File: src/rtl/i2c_pkg.sv
// Shared definitions for the I2C target model: FSM states, bus condition codes,
// bus level constants and field widths.
package i2c_pkg;

  localparam int I2C_ADDR_W = 7;
  localparam int I2C_BYTE_W = 8;

  // Open-drain line level a receiver drives/reads for an acknowledge.
  localparam logic ACK_LVL  = 1'b0;
  localparam logic RW_READ  = 1'b1;

  typedef enum logic [1:0] {
    COND_NONE,
    COND_START,
    COND_STOP
  } i2c_cond_e;

  typedef enum logic [3:0] {
    ST_IDLE,
    ST_ADDR,
    ST_ADDR_ACK,
    ST_PTR,
    ST_PTR_ACK,
    ST_WDATA,
    ST_WDATA_ACK,
    ST_RDATA,
    ST_MACK
  } i2c_state_e;

endpackage

File: src/rtl/i2c_line_sync.sv
// Synchronizes the SCL/SDA pair and derives SCL edges and START/STOP
// conditions from the synchronized levels only.
module i2c_line_sync
  import i2c_pkg::*;
#(
  parameter int SYNC_STAGES = 2
) (
  input  logic      clk,
  input  logic      rst,
  input  logic      scl_i,
  input  logic      sda_i,
  output logic      sda,
  output logic      scl_rise,
  output logic      scl_fall,
  output i2c_cond_e cond
);

  logic [SYNC_STAGES-1:0] scl_sync;
  logic [SYNC_STAGES-1:0] sda_sync;
  logic                   scl_d;
  logic                   sda_d;
  logic                   scl_s;

  // Reset to the idle-bus level so leaving reset never fakes an edge.
  always_ff @(posedge clk or posedge rst) begin
    if (rst) begin
      scl_sync <= '1;
      sda_sync <= '1;
      scl_d    <= 1'b1;
      sda_d    <= 1'b1;
    end else begin
      scl_sync <= {scl_sync[SYNC_STAGES-2:0], scl_i};
      sda_sync <= {sda_sync[SYNC_STAGES-2:0], sda_i};
      scl_d    <= scl_sync[SYNC_STAGES-1];
      sda_d    <= sda_sync[SYNC_STAGES-1];
    end
  end

  assign scl_s    = scl_sync[SYNC_STAGES-1];
  assign sda      = sda_sync[SYNC_STAGES-1];
  assign scl_rise = scl_s & ~scl_d;
  assign scl_fall = ~scl_s & scl_d;

  always_comb begin
    cond = COND_NONE;
    if (scl_s && scl_d && sda_d && !sda) begin
      cond = COND_START;
    end else if (scl_s && scl_d && !sda_d && sda) begin
      cond = COND_STOP;
    end
  end

endmodule

File: config.mk
export PLATFORM = sky130hd
export DESIGN_NAME = i2c_line_sync
export DESIGN_NICKNAME = d
export VERILOG_FILES = /design/src/rtl/i2c_pkg.sv /design/src/rtl/i2c_line_sync.sv
export SDC_FILE = /design/constraint.sdc
export NUM_CORES = 1
export LEC_CHECK = 0
export BUFFER_PORTS_ARGS = -buffer_cell sky130_fd_sc_hd__buf_2
export CORE_AREA = 2 2 39 41
export CTS_CLUSTER_SIZE = 16
export DETAILED_ROUTE_END_ITERATION = 10
export DIE_AREA = 0 0 41 43
export PLACE_DENSITY = 0.32
export SYNTH_ARGS = -nofsm -noshare
export SYNTH_HDL_FRONTEND = slang
export SYNTH_SLANG_ARGS = --single-unit
File: constraint.sdc
create_clock -name clk -period 1.53 [get_ports clk]
set_input_delay 0 -clock clk [delete_from_list [all_inputs] [get_ports clk]]
set_output_delay 0 -clock clk [all_outputs]
set_load 0.05 [all_outputs]
==> results.md <==
- Area growth syn-to-layout: 58.1%
- Vias in the first global route: roughly 130
- First-pass DRT Iterations: 1
- Critical path capture point: cond[0]
- Kind of critical path: flip-flop to primary output
- Post-synth top area share: 0.813
- Gate Count Post-Synth: 11
- Worst-Margin Slew: 0.249 ns
- Deepest clock path buffer count: 2
- CP top delay family: flip-flops
- Status: completed
- Clock H-tree levels: 1
- Crit path DAT: about 1.2 ns
- Final antenna-violating net count: 0
- CTS Buf Count: 3
- First-pass GRT wire length: between 400 and 500 µm
- Multi-input gate area: 32.5 µm²
- Ant diodes: 0
- Routed wire length: 288 µm
- CP Launch Point: scl_sync[1]
- Count of final setup violators: 0
- Rows: 14
- Share of layout cells above drive strength 1: 0.680
- CP endpoint kind: primary output
- Leakage Power: 0.000147 µW
- Fin crit share: 0.804
- CP Depth: 2
- Cts repair resizes: 0
- Worst R2R End: scl_d
- Avg Cell Area, Syn: 17.6 µm²
- Max FO, Critical Path: 5
- Inst Count DP: 35
- Top cells by area, synth: dfstp_2 (81%), and4b_1 (10%), nor2b_1 (6.5%), inv_1 (1.9%)
- Routability-driven placement congestion ratio: 0.553
- Fin nets: 31
- Vias per cell: 3.24
- Syn Std Cell Area: 194 µm²
- Initial Utilization: 0.140
- Core footprint: 0.00138 mm²
- Clock slew seen by the registers of the worst setup and hold paths: 0.04 ns
- I/O pin total: 9
- Via count: 133
- Worst hold path class: flip-flop to flip-flop
- Slowest Stage Delay on Critical Path: 0.54 ns
- Crit path buf inv count: 1
- Reg area: 158 µm²
- Fin util: 0.222
- Tot Pwr: between 300 and 400 µW
- Gr ovfl total: 0
- Final cell count without fillers: 41
- # hold bufs at CTS: 3
- Slowest-stage cell, CP: dfstp_2
- Most frequent cell after synthesis: dfstp_2
- Worst vdd ir: ~0.40 mV
- Number of synthesized register bits: 6
- Power density over the cells: between 1000 and 1500 mW/mm²
- Fraction of registers with async set/reset: 1.00
- Worst-skew pair later-pin latency: 0.23 ns
- Port Buffers: 8
- Clk sinks: 6
- Leading area contributor after synthesis: dfstp_2
- Final TNS setup: 0 ns
- Final hold vios: 0
- Initial DRC count: 0
- Number of cells on the worst reg-to-reg path: 0
- EDFF count, synth: 0
- Synth Flop Type: dfstp_2
- Maximum number of pins on one net before global-route repair: 7
- Setup bufs post-CTS: 0
- Fillers: 150
- DR WL/cell: about 7 µm
- Reg2Reg Setup Slack: 0.93 ns
- FMAX: 813 MHz
- Unique cell type count in the Yosys netlist: 4
- Clock skew: 0.0000846 ns
- Root buf cell: clkbuf_4
- Max Cap Viol: 0
- Min Tclk post-route: 1.23 ns
- Die X: 41 µm
- Die height: 43 µm
- CTS tree: yes
- Warnings from Yosys: 0
- Critical-path cell list: and4b_1 -> buf_2
- Initial antenna violation count: 0
- Syn_nets: 15
- Register area share after synthesis: 0.813
- # DRC: 0
- Slew Limit Headroom: 0.835
- Most frequent cells after synthesis: dfstp_2 (6), and4b_1 (2), nor2b_1 (2)
- Crit path launch type: flip-flop
- GRT Overall Usage: 0.0496
- Hold slack: 0.352 ns
- Die area: 0.00176 mm²
- RR Startpoint: scl_sync[1]
- RSZ-0062 raised after global routing: false
- Final Slew Violations: 0
- Worst Path Required: 1.53 ns
-- where the power goes --
group          switching (µW)  internal [µW]  total [µW]
clock network            49.3           88.2         138
registers                4.61            174         179
logic                    26.8           14.0        40.8
-- per-layer routing --
layer  GRT usage  up-vias  share of wire
li1            -       67              -
met1      0.0528       57           0.46
met3      0.0471        0           0.16
met2      0.0469        9           0.38
met4      0.0600        0              0
met5           0        -              0
-- registers in the layout, summed over array words and instances, names as in the netlist --
register,flops
sda_sync,2
scl_sync,2
scl_d,1
sda_d,1
-- how the worst min path moves through the flow --
stage	from	endpoint	cells past startpoint
after global routing	scl_sync[0]	scl_sync[1]	0
after detailed placement	sda_i	sda_sync[0]	1
after floorplan	rst	scl_d	1
final	scl_sync[0]	scl_sync[1]	0
after CTS	scl_sync[0]	scl_sync[1]	0
after global placement	scl_i	scl_sync[0]	1
-- through the flow --
step | cell area, µm² | worst slack [ns]
global placement | 254 | 0.558
floorplan | 194 | 0.281
global route | 307 | 0.253
CTS | 307 | 0.282
finish | 307 | 0.299
detailed placement | 254 | 0.545
-- cells by family after synthesis --
| kind of cell | after synthesis | synth area share |
|---|---|---|
| DFF | 6 | 0.813 |
| and+or+nand+nor | 4 | 0.168 |
| buffers and inverters | 1 | 0.0193 |
-- layout make-up --
| class | instances | share of cell area |
|---|---|---|
| Sequential cell | 6 | 0.514 |
| Timing Repair Buffer | 11 | 0.229 |
| Multi-Input combinational cell | 4 | 0.106 |
| Clock buffer | 3 | 0.0735 |
| Tap cell | 16 | 0.0653 |
| Inverter | 1 | 0.0122 |
-- placed cells by master, fill, tap and decap left out --
master	synthesis	layout
dlygate4sd3_1	0	3
clkbuf_4	0	3
nor2b_1	2	2
buf_2	0	8
dfstp_2	6	6
inv_1	1	1
and4b_1	2	2
Power figures use the tool's default switching activity.
